==> config.mk <==
export PLATFORM = sky130hd
export DESIGN_NAME = btn_code_lock
export DESIGN_NICKNAME = d
export VERILOG_FILES = /design/src/rtl/btn_code_lock.sv
export SDC_FILE = /design/constraint.sdc
export NUM_CORES = 1
export LEC_CHECK = 0
export CAP_MARGIN = 20
export CORE_ASPECT_RATIO = 1.75
export CORE_MARGIN = 2
export CORE_UTILIZATION = 60
export CTS_CLUSTER_SIZE = 14
export DETAILED_ROUTE_END_ITERATION = 8
export PLACE_DENSITY = 0.91
export REMOVE_ABC_BUFFERS = 1
export SLEW_MARGIN = 20
export SYNTH_ARGS = -nofsm -noshare
export SYNTH_HDL_FRONTEND = slang
export SYNTH_SLANG_ARGS = --single-unit
==> constraint.sdc <==
create_clock -name clk -period 4.3 [get_ports clk]
set_clock_uncertainty 0.15 [all_clocks]
set_input_delay 0.86 -clock clk [delete_from_list [all_inputs] [get_ports clk]]
set_output_delay 0.86 -clock clk [all_outputs]
set_load 0.01 [all_outputs]
==> src/rtl/btn_code_lock.sv <==
// btn_code_lock: button code lock that sits after the four-button edge detector.
// Each qualified press (ce=1 with a st* pulse) is one 2-bit digit; a CODE_LEN
// digit entry is compared against CODE. The lock then opens, reports an error,
// or locks out after MAX_FAILS consecutive wrong entries. All timing is in ce
// ticks through one shared timer.
// There is no valid/ready handshake: a press is a single-cycle event and is
// consumed in the cycle it is seen, with no back-pressure toward the buttons.
// dbg_state exposes the FSM state so checkers can bind to it.
module btn_code_lock #(
   parameter int CODE_LEN = 4,
   parameter logic [2*CODE_LEN-1:0] CODE = 8'b11_10_01_00,
   parameter int TIMEOUT = 250,
   parameter int OPEN_TICKS = 500,
   parameter int MAX_FAILS = 3,
   parameter int LOCKOUT_TICKS = 1000
) (
   input  logic       clk,
   input  logic       rst_n,
   input  logic       ce,
   input  logic       st0,
   input  logic       st1,
   input  logic       st2,
   input  logic       st3,
   output logic       unlock,
   output logic       err,
   output logic       lockout,
   output logic [3:0] progress,
   output logic [1:0] dbg_state
);

   // Reject illegal code lengths while the design is elaborated.
   if (CODE_LEN < 2 || CODE_LEN > 8) begin : g_bad_code_len
      $error("btn_code_lock: CODE_LEN must be in 2..8");
   end

   // Shared timer is sized for the longest of the three intervals.
   localparam int TMAX_A = (TIMEOUT > OPEN_TICKS) ? TIMEOUT : OPEN_TICKS;
   localparam int TMAX   = (TMAX_A > LOCKOUT_TICKS) ? TMAX_A : LOCKOUT_TICKS;
   localparam int TW     = $clog2(TMAX + 1);
   localparam int FW     = $clog2(MAX_FAILS + 1);

   localparam logic [TW-1:0] T_SAT     = TW'(TMAX);
   localparam logic [TW-1:0] T_TIMEOUT = TW'(TIMEOUT - 1);
   localparam logic [TW-1:0] T_OPEN    = TW'(OPEN_TICKS - 1);
   localparam logic [TW-1:0] T_LOCK    = TW'(LOCKOUT_TICKS - 1);
   localparam logic [FW-1:0] F_MAX     = FW'(MAX_FAILS);
   localparam logic [3:0]    P_LAST    = 4'(CODE_LEN - 1);

   typedef enum logic [1:0] {
      S_IDLE  = 2'd0,
      S_ENTRY = 2'd1,
      S_OPEN  = 2'd2,
      S_LOCK  = 2'd3
   } state_t;

   state_t          state_q, state_d;
   logic [TW-1:0]   timer_q, timer_d;
   logic [3:0]      progress_q, progress_d;
   logic            mism_q, mism_d;
   logic [FW-1:0]   fails_q, fails_d;
   logic            err_q, err_d;

   logic            press;
   logic            multi;
   logic [1:0]      digit;
   logic [2*CODE_LEN-1:0] code_sh;
   logic [1:0]      exp_digit;
   logic            bad;
   logic [TW-1:0]   timer_inc;
   logic [FW-1:0]   fails_inc;

   // Decode the press: its digit, whether it matches the expected code digit,
   // and the saturating timer / fail-count increments.
   always_comb begin
      press     = ce & (st0 | st1 | st2 | st3);
      multi     = (st0 & st1) | (st0 & st2) | (st0 & st3) |
                  (st1 & st2) | (st1 & st3) | (st2 & st3);
      digit     = st3 ? 2'd3 : (st2 ? 2'd2 : (st1 ? 2'd1 : 2'd0));
      code_sh   = CODE >> {progress_q, 1'b0};
      exp_digit = code_sh[1:0];
      bad       = multi | (digit != exp_digit);
      timer_inc = (timer_q == T_SAT) ? timer_q : timer_q + 1'b1;
      fails_inc = fails_q + 1'b1;
   end

   // Next-state and next-output logic for the lock FSM.
   always_comb begin
      state_d    = state_q;
      timer_d    = timer_q;
      progress_d = progress_q;
      mism_d     = mism_q;
      fails_d    = fails_q;
      err_d      = 1'b0;
      case (state_q)
         S_IDLE: begin
            if (press) begin
               state_d    = S_ENTRY;
               progress_d = 4'd1;
               mism_d     = bad;
               timer_d    = '0;
            end
         end
         S_ENTRY: begin
            // A press always wins over a simultaneous timeout.
            if (press) begin
               timer_d = '0;
               if (progress_q == P_LAST) begin
                  progress_d = 4'd0;
                  mism_d     = 1'b0;
                  if (!(mism_q | bad)) begin
                     state_d = S_OPEN;
                     fails_d = '0;
                  end else begin
                     err_d   = 1'b1;
                     fails_d = fails_inc;
                     state_d = (fails_inc == F_MAX) ? S_LOCK : S_IDLE;
                  end
               end else begin
                  progress_d = progress_q + 4'd1;
                  mism_d     = mism_q | bad;
               end
            end else if (ce) begin
               if (timer_q == T_TIMEOUT) begin
                  state_d    = S_IDLE;
                  timer_d    = '0;
                  progress_d = 4'd0;
                  mism_d     = 1'b0;
               end else begin
                  timer_d = timer_inc;
               end
            end
         end
         S_OPEN: begin
            if (ce) begin
               if (timer_q == T_OPEN) begin
                  state_d = S_IDLE;
                  timer_d = '0;
               end else begin
                  timer_d = timer_inc;
               end
            end
         end
         S_LOCK: begin
            if (ce) begin
               if (timer_q == T_LOCK) begin
                  state_d = S_IDLE;
                  timer_d = '0;
                  fails_d = '0;
               end else begin
                  timer_d = timer_inc;
               end
            end
         end
         default: begin
            state_d = S_IDLE;
            timer_d = '0;
         end
      endcase
   end

   // State and status registers; reset takes effect immediately.
   always_ff @(posedge clk or negedge rst_n) begin
      if (!rst_n) begin
         state_q    <= S_IDLE;
         timer_q    <= '0;
         progress_q <= 4'd0;
         mism_q     <= 1'b0;
         fails_q    <= '0;
         err_q      <= 1'b0;
      end else begin
         state_q    <= state_d;
         timer_q    <= timer_d;
         progress_q <= progress_d;
         mism_q     <= mism_d;
         fails_q    <= fails_d;
         err_q      <= err_d;
      end
   end

   // Status outputs decode straight from registers.
   always_comb begin
      unlock    = (state_q == S_OPEN);
      lockout   = (state_q == S_LOCK);
      err       = err_q;
      progress  = progress_q;
      dbg_state = state_q;
   end

endmodule

# Yosys cells after proc, flatten, opt, wreduce, memory -nomap -nowiden
# Index checks and enable logic that the tools add are counted.
[totals] output_inout_bits=9 wordCells=99 latchBits=0 mem_count=0 mem_bits_ro=0 in_bits=7 ram_bits=0 regBits=20
[op_classes] n_eq_ne=20 mul=0 muxes=45 div_mod_pow=0 order_cmp=0 n_reduce_logical=7 shifts=1 add_sub_neg=3 bitwise=17
[op_table] cell="$mux 10" count=9
[op_table] cell="$pmux 10 s4" count=1
[op_table] cell="$mux 2" count=16
[op_table] cell="$eq 10x10->1 const B" count=2
[op_table] cell="$mux 4" count=5
[op_table] cell="$add 10x1->10 const B" count=1
[op_table] cell="$eq 10x8->1 const B" count=1
[op_table] cell="$eq 10x9->1 const B" count=1
[op_table] cell="$mux 1" count=10
[op_table] cell="$ne 2x2->1 const B" count=5
[op_table] cell="$or 1x1->1" count=10
[op_table] cell="$ne 3x3->1 const B" count=3
[op_table] cell="$pmux 2 s4" count=1
[op_table] cell="$pmux 4 s2" count=1
[op_table] cell="$reduce_and 4->1" count=2
[op_table] cell="$reduce_and 8->1" count=1
[op_table] cell="$shr 8x5->2 const A" count=1
[op_table] cell="$and 1x1->1" count=7
[op_table] cell="$eq 2x2->1 const B" count=3
[op_table] cell="$reduce_and 5->1" count=1
[op_table] cell="$add 4x1->4 const B" count=1
[op_table] cell="$eq 4x2->1 const B" count=1
[op_table] cell="$ne 2x1->1 const B" count=2
[op_table] cell="$pmux 2 s2" count=1
[op_table] cell="other kinds (6)" count=7

# Longest topological paths before layout
# Gate-level depths: netlist of the first run.
[logic_depth] word_depth=12 mapped_depth=7 ltp_nobuf=7

# Worst setup path after synthesis of the first run
# OpenSTA, ideal clock, no wires.
[synth_path] kind="input -> register" startpoint="in st0" endpoint="reg timer_q[0]" stages=7 slack_ns=1.942 arrival_time_ns=2.081 n_path_buf=2 setup_ns=0.126 path_cell_list="or4_1 -> buf_2 -> o31ai_4 -> buf_6 -> nor2_2 -> xnor2_1 -> nor2_1"
[synth_between] elab_chain_len=6 elab_cells_between_ends=9 classes_between="eq/ne (2); mux (2); bitwise (4); reduce/logical (1)"
[synth_lines] item="from (decl)" line="20" text="input logic st0,"
[synth_lines] item="$or 1x1->1 * (3 in a row)" line="75" text="press = ce & (st0 | st1 | st2 | st3);"
[synth_lines] item="$and 1x1->1 *" line="75"
[synth_lines] item="$ne 3x3->1 (no source line), or another cell as far along"
[synth_lines] item="$reduce_and 4->1 (no source line) / $pmux 10 s4 (equally long branches)"
[synth_lines] item="to (signal assigned)" line="172" text="timer_q <= timer_d;"
[synth_lines] item="to (decl)" line="57" text="logic [TW-1:0] timer_q, timer_d;"
# Every way passes the cells marked *; elsewhere a longest branch is shown, timed or not.
# A chain may end at the register's enable or synchronous reset.

# Final worst setup path of the first run
[layout_path] startpoint="in st1" endpoint="reg timer_q[4]"
[layout_between] elab_chain_len=6 elab_cells_between_ends=9 classes_between="eq/ne (2); mux (2); bitwise (4); reduce/logical (1)"
[layout_lines] item="from (decl)" line="21" text="input logic st1,"
[layout_lines] item="$or 1x1->1 * (3 in a row)" line="75"
[layout_lines] item="$and 1x1->1 *" line="75"
[layout_lines] item="$ne 3x3->1 (no source line), or another cell as far along"
[layout_lines] item="$reduce_and 4->1 (no source line) / $pmux 10 s4 (equally long branches)"
# Marked as above.

==> parameters.txt, run 1 <==
Parameter                              Value

Status
  Status    finished clean

Timing
  Unrepaired setup endpoints after global routing    no
  Number of slew-limit violations in the final report    0
  Final setup violation count    0
  Setup total negative slack    0 ns
  Final-report hold violation count    0
  Final Worst Setup Slack    around 1.4 ns
  Tcrit/Tclk final    0.667
  Worst hold-check slack    roughly 0.33 ns
  Worst slew margin relative to its limit    0.402
  Achievable Freq    roughly 350 MHz
  Shortest period the worst path allows    approximately 2.9 ns
  Worst slew pin tran    between 0.8 and 0.9 ns

Critical path
  Startpoint class of the critical path    input pin
  Reg2reg setup slack    2.04 ns
  Kind of capture point of the worst setup path    flop
  Data arrival, critical path    ~2.9 ns
  Reg2reg path depth    6
  Maximum fanout encountered on the critical timing path    11
  Critical path class    in -> reg
  Crit path required time    approximately 4.3 ns

GRT
  Number of global-route vias before repair    1352
  Antenna violations before repair    0
  Wire length of the first global-routing pass    approximately 5900 µm
  Global route total overflow    0
  Global router's overall resource usage    0.305
  Maximum number of pins on one net before global-route repair    21

Final layout
  Antenna diode instance count    0
  Most frequent cells in the layout    sky130_fd_sc_hd__dfrtp_1, sky130_fd_sc_hd__clkdlybuf4s50_1, sky130_fd_sc_hd__inv_1
  Fraction of layout instances using a drive strength above 1    0.127
  Utilization after layout    0.710
  Layout Nets    ~180
  Number of non-filler instances in the completed layout    between 150 and 200
  Most common library cell in the layout ignoring fill and taps    sky130_fd_sc_hd__dfrtp_1
  Layout filler cell count    160
  Area overhead of the layout relative to synthesis    14.1%

Drt
  First-pass iteration count of the detailed router    4
  Number of nets still failing antenna checks after routing    0
  Average routed wire per standard cell    18.8 µm
  Met3 WL    between 150 and 200 µm
  Ratio of routed vias to standard cells    6.95
  Count of routing violations after the opening detailed-route iteration    76
  DR vias    between 1000 and 1500
  Routed met1 length    1280 µm
  DR DRC count    0
  Highest routed layer    met4
  Wirelength, routed    about 3600 µm
  Routed wl met2    between 1500 and 2000 µm

Clock network
  Number of buffers inserted during clock tree synthesis    3
  Clock tree root buffer cell    sky130_fd_sc_hd__clkbuf_8
  Deepest level of the CTS H-tree    1
  Total of cells resized after clock tree synthesis    0
  CTS Buffer Depth    2
  TritonCTS clock tree    done
  Clock Sinks    20
  Hold Buf Count CTS    0
  Setup Buffers After CTS    0
  Clk slew on worst S/H paths    roughly 0.070 ns
  Insertion delay to the later sink of the worst-skew pair    between 0.2 and 0.3 ns

Synthesis
  Synthesis warning total    0
  Most common flop cell mapped by yosys    sky130_fd_sc_hd__dfrtp_1
  Synth area leaders    sky130_fd_sc_hd__dfrtp_1, sky130_fd_sc_hd__ha_1, sky130_fd_sc_hd__o21ai_0
  Register bit total from synthesis    20
  Sequential area share after synthesis    0.354
  Synth unique cells    52
  Synthesized area    roughly 0.0014 mm²
  Average footprint of a synthesized cell    roughly 9.4 µm²
  Number of flops mapped to enable cells by yosys    0
  Top cell type by total area after synthesis    sky130_fd_sc_hd__dfrtp_1
  Async S/R FF share, synth    1.00
  Number of standard cells after synthesis    between 150 and 200
  Fraction of synthesized cell area taken by the top area cell type    0.354

Placed design
  Placed cell count    186
  Detailed Place HPWL    between 2000 and 3000 µm
  Gpl congestion    roughly 0.9
  IO Port Bufs    15
  Post-Place Worst Slack    1.19 ns

Floorplanning
  Die footprint    between 0.002 and 0.003 mm²
  I/O pin count    16
  Site Rows    23
  Placeable core region    roughly 0.0023 mm²
  Starting Density    0.622
  Width of the die    40.7 µm
  Die Height    68.2 µm

Power
  Share of power burned in combinational logic    0.373
  Cell leakage power    0.623 nW
  Maximum VDD drop    0.000375 V
  Net switching component of the power    0.247 mW
  Reg power frac    0.410
  Share of total power consumed by net switching    0.366
  Power density normalized to cell area    ~420 mW/mm²
  Clock power share    0.217
  Internal Power    between 0.4 and 0.5 mW

Run
  Number of maximum-capacitance constraint violations    0

Hold path
  Min-Delay Path Class    reg -> reg
  Min-Delay Path Depth    1
[power groups by stage]
stage	Combinational (mW)	Sequential (mW)	Clock [mW]
global placement	0.235	0.274	0
global route	0.280	0.282	0.153
floorplan	0.159	0.272	0
CTS	0.252	0.276	0.148
finish	0.252	0.277	0.146
detailed placement	0.248	0.278	0
[path summary, 6_finish.rpt]
path / start / to
setup / recovery: st1 / timer_q[4]
hold / removal: fails_q[0] / fails_q[0]
setup reg to reg: timer_q[0] / timer_q[4]
hold reg to reg: fails_q[0] / fails_q[0]
max in group asynchronous: rst_n / timer_q[7]
min in group asynchronous: rst_n / progress[1]
[layer usage]
| metal | global-route usage | vias up |
|---|---|---|
| li1 | - | 602 |
| met1 | 0.318 | 618 |
| met2 | 0.508 | 77 |
| met3 | 0.0487 | 24 |
| met4 | 0.233 | 0 |
| met5 | 0 | - |
[final cells by class]
type | count | area (µm²) | share of cell area
multi-input combinational | 114 | 832 | 0.516
sequential | 20 | 500 | 0.310
timing repair buffer | 15 | 150 | 0.0930
clock buffer | 4 | 55.1 | 0.0341
inverter | 12 | 45.0 | 0.0279
tap | 25 | 31.3 | 0.0194
[cell usage after synthesis (3+ instances only)]
cell	n
sky130_fd_sc_hd__o21ai_0	9
sky130_fd_sc_hd__o22ai_1	4
sky130_fd_sc_hd__buf_2	3
sky130_fd_sc_hd__nand3_1	7
sky130_fd_sc_hd__nor4_1	3
sky130_fd_sc_hd__nor2_1	10
sky130_fd_sc_hd__nand2_1	9
sky130_fd_sc_hd__dfrtp_1	20
sky130_fd_sc_hd__nand4_1	6
sky130_fd_sc_hd__ha_1	5
sky130_fd_sc_hd__a21oi_1	8
sky130_fd_sc_hd__o21ai_1	3
sky130_fd_sc_hd__inv_1	12
[critical path: stages]
cell	delay, ns
sky130_fd_sc_hd__clkdlybuf4s50_1	0.52
sky130_fd_sc_hd__or4_1	0.69
sky130_fd_sc_hd__o31ai_4	0.47
sky130_fd_sc_hd__o21ai_0	0.17
sky130_fd_sc_hd__o32ai_1	0.16
[sequential cells by signal, summed over array words and instances (netlist names)]
register / cells
timer_q: 10
mism_q: 1
progress: 4
fails_q: 2
err: 1
dbg_state: 2
[cell families after synthesis]
group	count (synthesis)	synth area share
AND/OR/NAND/NOR	60	0.271
XOR/XNOR	2	0.0124
multiplexers	1	0.00707
buffers and inverters	17	0.0583
AO/OA/AOI/OAI	46	0.253
adder cells (fa/ha/maj)	5	0.0442
flip-flops	20	0.354
[metrics by stage]
step	power (mW)	cell area, µm²
2_1_floorplan	0.431	1380
3_3_place_gp	0.508	1560
3_5_place_dp	0.527	1560
4_1_cts	0.675	1610
5_1_grt	0.715	1610
6_report	0.676	1610
Note: power is estimated with default switching activity, not from simulation.
==> run 2: changes to the inputs <==
--- a/config.mk
+++ b/config.mk
@@ -8,10 +8,10 @@
 export CAP_MARGIN = 20
 export CORE_ASPECT_RATIO = 1.75
 export CORE_MARGIN = 2
-export CORE_UTILIZATION = 60
+export CORE_UTILIZATION = 50
 export CTS_CLUSTER_SIZE = 14
 export DETAILED_ROUTE_END_ITERATION = 8
-export PLACE_DENSITY = 0.91
+export PLACE_DENSITY = 0.82
 export REMOVE_ABC_BUFFERS = 1
 export SLEW_MARGIN = 20
 export SYNTH_ARGS = -nofsm -noshare
==> constraint.sdc (replaced) <==
create_clock -name clk -period 2.3 [get_ports clk]
set_clock_uncertainty 0.15 [all_clocks]
set_input_delay 0.46 -clock clk [delete_from_list [all_inputs] [get_ports clk]]
set_output_delay 0.46 -clock clk [all_outputs]
set_load 0.01 [all_outputs]
==> parameters.txt, run 2 (synthesized netlist as in run 1, its figures left out) <==
Parameter                              Value

Power
  Share of total power consumed by net switching    0.373 (was 0.366)
  Total design power    1.33 mW (was 0.676 mW)
  Maximum VDD drop    0.000595 V (was 0.000375 V)
  Clock power share    0.178 (was 0.217)
  Share of power burned in combinational logic    0.450 (was 0.373)
  Cell leakage power    0.730 nW (was 0.623 nW)
  Power density normalized to cell area    726 mW/mm² (was 419 mW/mm²)
  Net switching component of the power    0.495 mW (was 0.247 mW)
  Reg power frac    0.372 (was 0.410)
  Internal Power    0.834 mW (was 0.428 mW)

Critical path
  Reg2reg setup slack    -0.006 ns (was 2.04 ns)
  Maximum fanout encountered on the critical timing path    3 (was 11)
  Worst R2R Start    timer_q[1] (was timer_q[0])
  Worst flop-to-flop path endpoint    mism_q (was timer_q[4])
  Critical path class    reg -> reg (was in -> reg)
  Kind of capture point of the worst setup path    flop (unchanged)
  Highest cell delay on the worst timing path    0.49 ns (was 0.69 ns)
  Crit path required time    2.36 ns (was 4.31 ns)
  Cell with the biggest individual delay on the critical path    sky130_fd_sc_hd__or4b_4 (was sky130_fd_sc_hd__or4_1)
  Top delay family on crit path    compound AO/OA/AOI/OAI gates (unchanged)
  Reg2reg path depth    8 (was 6)
  Sequence of cells on the critical path    inv_2 -> ha_4 -> or4b_4 -> o41ai_4 -> nand3_2 -> buf_4 -> a21oi_2 -> a22o_1 (was clkdlybuf4s50_1 -> or4_1 -> o31ai_4 -> o21ai_0 -> o32ai_1)
  Startpoint class of the critical path    flop (was input pin)
  Data arrival, critical path    2.36 ns (was 2.87 ns)
  Buffer and inverter count on the worst path    2 (was 1)

Placed design
  Post-Place Worst Slack    -0.204 ns (was 1.19 ns)
  Detailed Place HPWL    2760 µm (was 2540 µm)
  Placement-stage cell area    0.00170 mm² (was 0.00156 mm²)
  IO Port Bufs    15 (unchanged)
  Gpl congestion    0.883 (was 0.897)

Drt
  Count of routing violations after the opening detailed-route iteration    43 (was 76)
  Number of nets still failing antenna checks after routing    0 (unchanged)
  Ratio of routed vias to standard cells    6.65 (was 6.95)
  First-pass iteration count of the detailed router    4 (unchanged)
  DR vias    1416 (was 1321)
  DR DRC count    0 (unchanged)
  Wirelength, routed    3780 µm (was 3580 µm)
  Average routed wire per standard cell    17.7 µm (was 18.8 µm)

Timing
  Number of slew-limit violations in the final report    0 (unchanged)
  Worst slew pin tran    0.555 ns (was 0.894 ns)
  Final Worst Setup Slack    -0.00609 ns (was 1.43 ns)
  Worst hold-check slack    0.357 ns (was 0.329 ns)
  Shortest period the worst path allows    between 2 and 2.5 ns
  Final-report hold violation count    0 (unchanged)
  Final setup violation count    2 (was 0)
  Worst slew margin relative to its limit    0.626 (was 0.402)
  Achievable Freq    ~430 MHz
  Tcrit/Tclk final    1.00
  Unrepaired setup endpoints after global routing    yes (was no)

Clock network
  Clock tree root buffer cell    sky130_fd_sc_hd__clkbuf_8 (unchanged)
  Insertion delay to the later sink of the worst-skew pair    0.27 ns (was 0.26 ns)
  Number of buffers inserted during clock tree synthesis    3 (unchanged)
  Clock Sinks    20 (unchanged)
  CTS Buffer Depth    2 (unchanged)
  Deepest level of the CTS H-tree    1 (unchanged)
  Clk slew on worst S/H paths    0.07 ns (about the same)
  TritonCTS clock tree    done (unchanged)

Final layout
  Number of flip-flops under the largest register name    10 (unchanged)
  Most common library cell in the layout ignoring fill and taps    sky130_fd_sc_hd__buf_4 (was sky130_fd_sc_hd__dfrtp_1)
  Fraction of layout instances using a drive strength above 1    0.285 (was 0.127)
  Design Area, Final    0.00183 mm² (was 0.00161 mm²)
  Most frequent cells in the layout    sky130_fd_sc_hd__buf_4, sky130_fd_sc_hd__dfrtp_1, sky130_fd_sc_hd__clkdlybuf4s50_1 (was sky130_fd_sc_hd__dfrtp_1, sky130_fd_sc_hd__clkdlybuf4s50_1, sky130_fd_sc_hd__inv_1)
  Layout Nets    200 (was 178)
  Largest reg by FF count    timer_q (unchanged)
  Antenna diode instance count    0 (unchanged)
  Layout filler cell count    203 (was 160)
  Area overhead of the layout relative to synthesis    29.4% (was 14.1%)

Floorplanning
  Starting Density    0.526 (was 0.622)
  Placeable core region    0.00269 mm² (was 0.00227 mm²)
  Die footprint    0.00329 mm² (was 0.00278 mm²)
  I/O pin count    16 (unchanged)
  Site Rows    25 (was 23)
  Width of the die    44.2 µm (was 40.7 µm)
  Die Height    74.4 µm (was 68.2 µm)

GRT
  Wire length of the first global-routing pass    6200 µm (was 5870 µm)
  Number of global-route vias before repair    1503 (was 1352)
  Global router's overall resource usage    0.249 (was 0.305)
  Global route total overflow    0 (unchanged)
  Antenna violations before repair    0 (unchanged)
  Maximum number of pins on one net before global-route repair    21 (unchanged)

Hold path
  Min-Delay Path Class    reg -> reg (unchanged)
  Start point of the worst min-delay path    fails_q[0] (unchanged)
  Min-Delay Path Depth    1 (unchanged)
  Hold-critical path endpoint    fails_q[0] (unchanged)

Status
  Failing checks    negative setup slack
  Status    finished, violations left (was finished clean)

Run
  Number of maximum-capacitance constraint violations    0 (unchanged)
==> run 2: cell types whose count changed in the layout (fill, tap and decap cells not counted), moves of 2 or more <==
cell                      previous run  this run
sky130_fd_sc_hd__buf_4               0        21
sky130_fd_sc_hd__o21ai_1             3         5
sky130_fd_sc_hd__ha_1                5         3
sky130_fd_sc_hd__o21ai_2             0         3
sky130_fd_sc_hd__o21ai_0             9         4
==> run 2: worst max-delay path by stage <==
stage / slack, ns / startpoint / to / depth (start not counted)
2_1_floorplan: 0.29 / st0 / timer_q[0] / 5
3_3_place_gp: -0.16 / st0 / timer_q[0] / 7
3_5_place_dp: -0.20 / st0 / timer_q[0] / 7
4_1_cts: 0.02 / timer_q[1] / progress[3] / 8
5_1_grt: -0.06 / timer_q[1] / mism_q / 8
6_report: -0.006 / timer_q[1] / mism_q / 8
==> run 2: final cells by class <==
class                      count  area (µm²)  area share
timing repair buffer          37         319       0.174
multi-input combinational    114         890       0.486
sequential                    20         502       0.274
clock buffer                   3        41.3      0.0226
tap                           27        33.8      0.0185
inverter                      12        45.0      0.0246
==> run 2: layer usage <==
| layer | global-route usage | routed length, µm | vias to the layer above |
|---|---|---|---|
| met1 | 0.250 | 1330 | 683 |
| met4 | 0.168 | 178 | 0 |
| met5 | 0 | 0 | - |
| met2 | 0.458 | 2070 | 65 |
| li1 | - | - | 648 |
| met3 | 0.0316 | 197 | 20 |
==> run 2: power by group through the flow <==
stage,Combinational [mW],Clock [mW],Sequential (mW)
2_1_floorplan,0.297,0,0.509
3_3_place_gp,0.516,0,0.491
3_5_place_dp,0.542,0,0.495
5_1_grt,0.654,0.253,0.506
4_1_cts,0.549,0.240,0.490
6_report,0.598,0.236,0.495
==> run 2: stage by stage <==
| stage | TNS, ns | util | std cells |
|---|---|---|---|
| 2_1_floorplan | 0 | - | 146 |
| 3_3_place_gp | -1.44 | 0.631 | 206 |
| 3_5_place_dp | -2.52 | 0.631 | 206 |
| 4_1_cts | 0 | 0.650 | 209 |
| 5_1_grt | -0.269 | 0.680 | 213 |
| 6_report | -0.00944 | 0.680 | 213 |
==> run 2: repair_timing <==
| item | in CTS | in global routing |
|---|---|---|
| endpoints found under the setup margin | 2 | 15 |
| resized for setup | 1 | 18 |
| pin swaps | 0 | 6 |
| hold buffers | 0 | 0 |
| setup buffers | 0 | 4 |
==> variant 1, RTL diff (settings of run 1) <==
The parameter `LOCKOUT_TICKS` goes from 1000 to 4000.
--- a/src/rtl/btn_code_lock.sv
+++ b/src/rtl/btn_code_lock.sv
@@ -12,7 +12,7 @@
    parameter int TIMEOUT = 250,
    parameter int OPEN_TICKS = 500,
    parameter int MAX_FAILS = 3,
-   parameter int LOCKOUT_TICKS = 1000
+   parameter int LOCKOUT_TICKS = 4000
 ) (
    input  logic       clk,
    input  logic       rst_n,
Function: same outputs for any inputs over 10 cycles, from zero or initial values and one cycle with rst_n low; that may be too few to reach the edited logic, so the function may still have changed.
==> variant 1 against run 1 <==
- critical path depth is 1 higher
- non-clock buffer count stayed put
- area after synthesis is 3.8% higher
- first-iteration DRC count stayed put
- routed wire length is 5.2% higher
- largest power group unchanged
- sequential cell count is 2 higher
- cell area is 4.2% higher
- power is 6.7% higher
- global-route usage is 1.7 points lower
- setup slack worse by 0.44 ns
==> variant 1: results <==
[outcome]
status = "complete, no violations"

[detailed_routing]
vias_per_cell = 7.18
met2_length_mm = 2.06
ant_nets = 0
vias = 1436
routedWlPerCell_um = 18.8
wl_met1_mm = 1.34
dr.pass1.iters = 4
route.met3.wl_um = 184

[logic_synthesis]
synthTopCellsByArea = "dfrtp_1, o21ai_0, ha_1"
ys_async_sr_fraction_pct = 100
synthesis.instances = 161
netlist_top_cells_count = "dfrtp_1, nand2_1, o21ai_0"
yosysUniqueCellTypes = 51
ys_seq_area_share_pct = 37.5

[layout]
final_net_count = 188
largest_register_ffs = 12
top_register = "timer_q"
drive_above_1_share_pct = 10.3
fillers = 169

[clocking]
postCtsSetupBuffers = 0
cts_buffer_depth = 2
clockRootBuffer = "clkbuf_8"

[timing]
holdWs_ns = 0.348
period_share_pct = 76.9
slew_headroom_pct = 42.5

[placed_design]
dpl.cell_count = 196
place.gp.congestion = 0.862
place_area_um2 = 1630
dpl.hpwl_mm = 2.73

[global_routing]
track_usage_pct = 28.9
grt_pass1_wl_mm = 6.56
grt_max_degree = 23

[critical_path]
critPathSlowestCell = "o221ai_1"
critPathMaxStageDelay_ns = 0.63
crit_fanout = 9
rr_worst_depth = 5
arrival_ns = 3.32
critical_path.top_delay_family = "compound AO/OA/AOI/OAI gates"

[power]
p_leak_nw = 0.679
ir_drop_mv = 0.241
==> variant 1: final cells by class <==
cell class / instances / area [µm²] / share of cell area, %
Sequential cell: 22 / 551 / 32.7
Multi-Input combinational cell: 129 / 881 / 52.4
Clock buffer: 4 / 55.1 / 3.27
Tap cell: 25 / 31.3 / 1.86
Inverter: 5 / 18.8 / 1.12
Timing Repair Buffer: 15 / 145 / 8.63
==> variant 1: worst paths after layout <==
path	start	endpoint	slack, ns
worst max-delay path	st1	timer_q[8]	0.99
worst min-delay path	fails_q[0]	fails_q[0]	0.35
worst max register to register	timer_q[2]	timer_q[10]	1.52
worst min register to register	fails_q[0]	fails_q[0]	0.35
max in group asynchronous	rst_n	err	3.25
min in group asynchronous	rst_n	timer_q[11]	0.40
==> variant 1: kinds of logic after synthesis <==
kind of cell             synth area share, %
AND/OR/NAND/NOR                         28.2
AO/OA/AOI/OAI                           22.1
flip-flops                              37.5
buffers and inverters                   2.56
XOR/XNOR                                2.98
adder cells (fa/ha/maj)                 4.26
multiplexers                            2.38
==> variant 1: metrics by stage <==
stage               utilization (%)  setup WS, ns
global placement               70.9         0.980
detailed placement             70.9         0.870
CTS                            73.3          1.06
global route                   73.0         0.886
finish                         73.0         0.992
floorplan                         -          1.64
==> variant 1: worst reg2reg max path, stage by stage, from the launching register on <==
cell	delay (ns)
dfrtp_1	0.51
or4_4	0.59
o41ai_2	0.36
o221ai_1	0.42
nor2_2	0.44
o21ai_0	0.17
==> variant 1: report_power, final <==
| group | total (mW) | internal [mW] | switching (mW) |
|---|---|---|---|
| Combinational | 0.269 | 0.127 | 0.142 |
| Sequential | 0.299 | 0.243 | 0.0565 |
| Clock | 0.153 | 0.0818 | 0.0712 |
| Total | 0.721 | 0.452 | 0.269 |
==> variant 1: layer usage <==
metal	vias up	GRT usage [%]
met3	21	4.43
met4	0	20.8
met2	76	49.5
met1	690	30.9
met5	-	0
li1	649	-
==> variant 2, RTL diff (config.mk and constraints of run 1) <==
Made on the original files. Compare `timer_q` against `T_OPEN` with >= in place of ==.
--- a/src/rtl/btn_code_lock.sv
+++ b/src/rtl/btn_code_lock.sv
@@ -132,7 +132,7 @@
          end
          S_OPEN: begin
             if (ce) begin
-               if (timer_q == T_OPEN) begin
+               if (timer_q >= T_OPEN) begin
                   state_d = S_IDLE;
                   timer_d = '0;
                end else begin
Formal check against the unedited RTL: no difference found for any inputs over 10 cycles, from zero or initial values and one cycle with rst_n low; that may be too few to reach the edited logic, so the function may still have changed.
==> variant 2 against run 1 <==
- first-iteration DRC count is 20% lower
- cell area is 4.1% lower
- area after synthesis is 4.2% lower
- routed wire length is 2.5% lower
- utilization is 2.0 points higher
- register-to-register slack worse by 0.04 ns
- die area is 3.9% lower
- critical path depth is 2 lower
- sequential power is 4% higher
- setup slack better by 0.065 ns
- sequential cell count stayed put
- count of clock-buffer cells in the layout stayed put
- power is 6.3% lower
==> variant 2: results <==
[power]
p_leak_nw = 0.627
swShare_pct = 39.9
seq_cell_power_mw = 0.288

[clocking]
clockRootBuffer = "clkbuf_4"
cts.clk_slew.worst_paths_ns = 0.12
clkLatencyLatePin_ns = 0.33

[detailed_routing]
vias_per_cell = 6.83
drt_iter0_markers = 61
routedWlPerCell_um = 18.5

[critical_path]
arrival_ns = 1.79
critical_path.top_delay_family = "buffers and inverters"
r2r_setup_slack_ns = 2.00
critPathSlowestCell = "dfrtp_1"
timing.critical_path.from = "dbg_state[1]"
critPathMaxStageDelay_ns = 0.60
endpoint = "unlock"

[logic_synthesis]
synthTopCellsByArea = "dfrtp_1, o21ai_0, ha_1"
synth_mux_area_share_pct = 0.739
netlist_area_um2 = 1360
yosysUniqueCellTypes = 48
netlist_top_cells_count = "dfrtp_1, nand2_1, o21ai_0"

[layout]
nonClkBufAreaFrac_pct = 9.70
multi_input_cells = 117
nNonClkInverters = 9
multiInputGateArea_um2 = 797
drive_above_1_share_pct = 10.9
design.seq.count = 20

[worst_hold_path]
hold_path_depth = 2
min_from = "mism_q"
worstHoldEndpoint = "mism_q"

[placed_design]
place_area_um2 = 1510
dpl.hpwl_mm = 2.59

[global_routing]
grt_pass1_vias = 1303

[timing]
max_freq_mhz = 357
holdWs_ns = 0.385

[outcome]
status = "complete, no violations"
[variant 2: metal layers]
layer  GRT usage, %  part of all wire [%]  wire (µm)
met5              0                     0          0
met1           29.9                    34       1180
met4           27.6                   4.3        149
met3           13.3                   6.2        217
met2           52.2                    56       1950
[variant 2: kinds of logic (layout without fill, tap and decap cells)]
| group | Yosys count | in the layout |
|---|---|---|
| simple gates | 69 | 69 |
| compound gates | 38 | 38 |
| flops | 20 | 20 |
| buf+inv | 13 | 28 |
| fa+ha+maj | 5 | 5 |
| xor+xnor | 4 | 4 |
| mux | 1 | 1 |
[variant 2: through the flow]
stage               util (%)  setup slack, ns  std cells  power (mW)
floorplan                  -             1.95        146       0.421
global placement        71.3             1.29        185       0.501
detailed placement      71.3             1.26        185       0.515
CTS                     73.0             1.52        189       0.631
global route            73.0             1.41        189       0.688
finish                  73.0             1.50        189       0.633
[variant 2: worst min-delay path: cells and delay by family, from the launching register on]
kind	cells	cell delay, ns
AO/OA/AOI/OAI	2	0.13
flip-flops	1	0.38
